===== src/rtl/alu_serial_ctrl.sv =====
// Bit-serial controller for an external 1-bit ALU element. It feeds one operand bit pair per
// cycle, LSB first, and builds the result word from the returned bits with the carry rippled through.
module alu_serial_ctrl #(
  parameter int WIDTH = 8
) (
  input  logic             clk,
  input  logic             reset,
  input  logic             start,
  input  logic [2:0]       op,
  input  logic             cin,
  input  logic [WIDTH-1:0] a_in,
  input  logic [WIDTH-1:0] b_in,
  output logic             alu_x,
  output logic             alu_y,
  output logic             alu_w,
  output logic             alu_ci,
  output logic             alu_a,
  output logic             alu_b,
  input  logic             alu_co,
  input  logic             alu_s,
  output logic             busy,
  output logic             done,
  output logic [WIDTH-1:0] result,
  output logic             cout,
  output logic             zero
);

  localparam int CW = $clog2(WIDTH);
  localparam logic [CW-1:0] LAST_BIT = CW'(WIDTH - 1);

  localparam logic [1:0] S_IDLE = 2'd0;
  localparam logic [1:0] S_RUN  = 2'd1;
  localparam logic [1:0] S_DONE = 2'd2;

  logic [1:0]       r_state;
  logic [2:0]       r_op;
  logic [WIDTH-1:0] r_a_shift;
  logic [WIDTH-1:0] r_b_shift;
  logic [WIDTH-1:0] r_result;
  logic             r_carry;
  logic [CW-1:0]    r_cnt;
  logic             w_run;

  always_ff @(posedge clk) begin
    if (reset) begin
      r_state   <= S_IDLE;
      r_op      <= '0;
      r_a_shift <= '0;
      r_b_shift <= '0;
      r_result  <= '0;
      r_carry   <= 1'b0;
      r_cnt     <= '0;
    end else begin
      case (r_state)
        S_IDLE: begin
          if (start) begin
            r_op      <= op;
            r_a_shift <= a_in;
            r_b_shift <= b_in;
            r_carry   <= cin;
            r_cnt     <= '0;
            r_state   <= S_RUN;
          end
        end
        S_RUN: begin
          r_a_shift <= r_a_shift >> 1;
          r_b_shift <= r_b_shift >> 1;
          r_result  <= {alu_s, r_result[WIDTH-1:1]};
          r_carry   <= alu_co;
          // Counter parks on the last bit index rather than wrapping.
          if (r_cnt == LAST_BIT) begin
            r_state <= S_DONE;
          end else begin
            r_cnt <= r_cnt + 1'b1;
          end
        end
        S_DONE:  r_state <= S_IDLE;
        default: r_state <= S_IDLE;
      endcase
    end
  end

  assign w_run  = (r_state == S_RUN);
  assign alu_x  = w_run & r_op[2];
  assign alu_y  = w_run & r_op[1];
  assign alu_w  = w_run & r_op[0];
  assign alu_ci = w_run & r_carry;
  assign alu_a  = w_run & r_a_shift[0];
  assign alu_b  = w_run & r_b_shift[0];

  assign busy   = w_run;
  assign done   = (r_state == S_DONE);
  assign result = r_result;
  assign cout   = r_carry;
  assign zero   = (r_result == '0);

endmodule


===== config.mk =====
export PLATFORM = sky130hd
export DESIGN_NAME = alu_serial_ctrl
export DESIGN_NICKNAME = d
export VERILOG_FILES = /design/src/rtl/alu_serial_ctrl.sv
export SDC_FILE = /design/constraint.sdc
export NUM_CORES = 1
export LEC_CHECK = 0
export CORE_MARGIN = 3
export CORE_UTILIZATION = 24
export DETAILED_ROUTE_END_ITERATION = 12
export GPL_TIMING_DRIVEN = 0
export PLACE_DENSITY = 0.47
export SYNTH_ARGS = -nofsm -noshare
export SYNTH_HDL_FRONTEND = slang
export SYNTH_SLANG_ARGS = --single-unit
export TNS_END_PERCENT = 10

===== constraint.sdc =====
create_clock -name clk -period 1.3 [get_ports clk]
set_input_delay 0.26 -clock clk [delete_from_list [all_inputs] [get_ports clk]]
set_output_delay 0.26 -clock clk [all_outputs]
set_load 0.005 [all_outputs]

* Yosys cells after proc, flatten, opt, wreduce, memory -nomap -nowiden
Cells that the tools add are included.
** Storage, ports and cells
- Flip-flop bits (word level) :: 33
- Input bits :: 25
- Output and inout bits :: 18
- Logic and storage cells :: 39
** Operators by class
- Add/sub/neg operators :: 1
- Equal/unequal tests :: 6
- Multiplexer cells :: 12
- Bitwise logic cells :: 6
- Reduce and logical (&&, ||, !) cells :: 7
** Operator list (number)
- one-hot mux 8 bit (2 select lines) :: 2
- two-way mux 8 bit :: 2
- zero test 8 bit :: 1
- AND 1 bit :: 6
- two-way mux 3 bit :: 2
- one-hot mux 3 bit (2 select lines) :: 1
- AND reduction 2 bit :: 3
- two-way mux 2 bit :: 2
- inequality test 2 bit (second input constant) :: 2
- one-hot mux 2 bit (2 select lines) :: 1
- adder 3 x 1 -> 3 bit (second input constant) :: 1
- equality test 3 bit (second input constant) :: 1
- AND reduction 3 bit :: 1
- equality test 2 x 1 -> 1 bit (second input constant) :: 1
- equality test 2 bit (second input constant) :: 1
- zero test 2 bit :: 1
- inequality test 2 x 1 -> 1 bit (second input constant) :: 1
- one-hot mux 1 bit (2 select lines) :: 1
- nonzero test 2 bit :: 1
- two-way mux 1 bit :: 1

* Longest topological paths before layout
- Depth after elaboration :: 3
- Depth in mapped cells :: 7

* Least setup slack after synthesis
OpenSTA, ideal clock, no wires.
- Path type :: flip-flop to output port
- From :: reg r_state[1]
- To :: out alu_a
- Arrival :: 0.973 ns
- Setup slack :: 0.067 ns
- Stages on the path, launching flop included :: 7
- Buffers on the path :: 3
- Cell sequence :: dfxtp_1 buf_6 nand2b_4 buf_6 inv_4 buf_6 and2_1
** On the way
- Cells in the longest elaborated chain, start to end :: 2
** Ends and longest elaborated chain
- start: declaration :: line 35 : logic [1:0] r_state;
- start signal: assignment :: line 46 : r_state <= S_IDLE;
- start signal: assignment :: line 62 : r_state <= S_RUN;
- start signal: assignment :: line 72 : r_state <= S_DONE;
- equality test 2 x 1 -> 1 bit :: line 83 : assign w_run = (r_state == S_RUN);
- named net busy :: line 21 : output logic busy,
- AND 1 bit :: line 88 : assign alu_a = w_run & r_a_shift[0];
- end: declaration :: line 17 : output logic alu_a,
The timed path passes the listed nets, and every way through them passes these cells.

* Worst setup path in the final report
- From :: reg r_result[7] (netlist: result[7])
- To :: out zero
** On the way
- Cells in the longest elaborated chain, start to end :: 1
** Ends and longest elaborated chain
- start: declaration :: line 39 : logic [WIDTH-1:0] r_result;
- start signal: assignment :: line 68 : r_result <= {alu_s, r_result[WIDTH-1:1]};
- zero test 8 bit :: line 95 : assign zero = (r_result == '0);
- end: declaration :: line 25 : output logic zero
No other way between the ends.

==> flow_summary.yaml <==
outcome:
  status: "finished with violations"
  violations: "setup timing"
clocking:
  cts_hold_buffers: 0
  h-tree-depth: 2
  cts.sinks: 33
  tritoncts: "built"
  cts-root-buf: "clkbuf_8"
  cts.path.max_buffers: 2
  cts.reportedPaths.clkPinSlew_ps: 70
  clk_latency_ps: 280
  cts_buffers: 5
die:
  pin_count: 43
  core_um2: 6131
  die_area_um2: 7538
  rows: 28
  die_h_um: 86.82
  initial_core_util: 0.2557
  die_w_um: 86.82
drt:
  topRoutingLayerUsed: "met4"
  via_per_inst: 4.420
  wl_met3_um: 176
  dr_total_vias: 1304
  wl_met2_um: 1804
  wirelength_um: 3977
  wire_per_inst_um: 13.48
  drc: 0
  antenna_left: 0
  dr.pass1.iters: 4
  met1_length_um: 1957
  first_iter_violations: 21
place:
  numPlacedInstances: 275
  gp_congestion: 0.6839
  numPortBuffers: 41
  postPlaceCellArea_um2: 2072
  dp_hpwl_um: 2685
timing:
  finalWorstSetupSlack_ps: -286.5
  tightest_slew_ps: 440.8
  rsz0062_at_grt: "true"
  fin_crit_ps: 1587
  slew_headroom: 0.7061
  setup_viol: 24
  fmax_mhz: 630.3
  slew_violations: 0
  hold_viol_final: 0
  fin_skew_ps: 9.980
  post-route-period-util: 1.220
  fin_tns_setup_ps: -2090
synth:
  synthTopCellsByArea: "dfxtp_1, mux2i_1, a211oi_2"
  synth_edf_count: 0
  synth_seq_area_share: 0.4214
  synth_compound_area_frac: 0.1852
  yosys.area_share.simple: 0.1812
  synth.distinct_cells: 26
  yosys_warnings: 0
  synth_top_family_by_area: "compound AO/OA/AOI/OAI gates"
  synth-xor-area-share: 0
  ys_seq_elements: 33
  async_flop_share: 0
  synth_top_area_frac: 0.4214
  synthAdderAreaFrac: 0.01596
  avgSynthCellArea_um2: 9.860
  netlist_instances: 159
  yosysTopAreaCell: "dfxtp_1"
  synthesis.area_um2: 1568
  synth_top_flop_cell: "dfxtp_1"
  synth_nets: 186
  synth_mux_area_frac: 0.1213
power:
  ir_worst_vdd_v: 0.0004293
  power.total_mw: 2.582
  power_density_nw_per_um2: 1076
  leakage_nw: 0.9952
final_layout:
  antenna_cells: 0
  post-route-util: 0.3914
  postLayoutCellArea_um2: 2400
  final_cells: 295
  nets: 246
  final_cell_mix: "dfxtp_1, clkdlybuf4s50_1, nand2_1, mux2i_1"
  fillCellCount: 617
  mostFrequentLayoutCell: "dfxtp_1"
  syn2layout_area_growth_pct: 53.07
  drive_above_1_share: 0.4273
worst_setup_path:
  end_kind: "output pin"
  worstSetupStartpointType: "flip-flop"
  required_ps: 1040
  crit_type: "reg -> out"
  cp.arrival_ps: 1330
  critical_path_peak_fanout: 2
grt:
  grt_antenna_before_repair: 0
  grt_pass1_wl_um: 6527
  grt_pass1_vias: 1326
  grt.overflow.total: 0
  grt_max_degree: 11
  grt_usage: 0.1125
run:
  drv_cap: 0
hold_path:
  hp-class: "in -> reg"
==> worst max-delay path, stage by stage (launching register included) <==
cell     delay (ps)
dfxtp_2         320
or4_4           520
nor2_1          100
buf_2           110
==> synth_stat cells (all sizes together), types with 2 or more instances <==
| master | n |
|---|---|
| mux2i | 19 |
| a31oi | 3 |
| and2 | 6 |
| a211oi | 15 |
| inv | 2 |
| dfxtp | 33 |
| nor2 | 22 |
| nor3 | 2 |
| ha | 2 |
| a21oi | 9 |
| a22oi | 2 |
| or4 | 2 |
| buf | 12 |
| nand3 | 4 |
| nand2 | 19 |
==> cell families (layout without fill, tap and decap cells) <==
| group | after synthesis | count (layout) |
|---|---|---|
| flip-flops | 33 | 33 |
| buffers and inverters | 15 | 76 |
| multiplexers | 19 | 19 |
| adder cells (fa/ha/maj) | 2 | 2 |
| AO/OA/AOI/OAI | 31 | 31 |
| AND/OR/NAND/NOR | 59 | 59 |
==> routing by layer <==
metal / GRT usage / up-vias
met5: 0 / -
met4: 0.04249 / 0
met3: 0.03422 / 2
met2: 0.1663 / 26
met1: 0.1530 / 602
li1: - / 674
==> flip-flops by register name (all words and copies together) (netlist names) <==
register,count
r_state,2
r_cnt,3
r_op,3
r_b_shift,8
result,8
r_a_shift,8
cout,1
==> repair_timing <==
action / CTS / global route
resized for setup: 59 / 41
setup buffers: 10 / 4
gates cloned: 1 / 0
setup endpoints to repair: 22 / 33
pin swaps: 5 / 4
==> power by group <==
part | switching [mW] | internal [mW]
Clock | 0.371 | 0.625
Sequential | 0.0418 | 1.07
Combinational | 0.206 | 0.267
Total | 0.619 | 1.96
==> through the flow <==
step / setup slack, ps / hold WS, ps
finish: -286.5 / 356.2
global route: -351.0 / 361.3
CTS: -320.0 / 366.2
detailed placement: -513.3 / 476.4
global placement: -521.1 / 469.6
floorplan: 67.10 / 396.0
==> worst paths after layout <==
check / startpoint / to / slack [ps] / depth (start not counted)
setup reg to reg: r_state[0] / r_a_shift[5] / -90 / 7
setup / recovery: result[7] / zero / -290 / 3
hold reg to reg: result[1] / result[0] / 470 / 2
hold / removal: reset / r_a_shift[1] / 360 / 2
==> layout make-up <==
type	count	area, um^2	share of cell area
multi-input cells	111	873.3	0.3639
inverters	2	15.01	0.006257
repair inverters	1	6.256	0.002607
well taps	75	93.84	0.03910
flip-flops and latches	33	673.1	0.2805
clock inverters	1	30.03	0.01251
plain buffers	10	88.84	0.03702
repair buffers	55	533.0	0.2221
clock buffers	7	86.33	0.03597
Note: power is estimated with default switching activity, not from simulation.
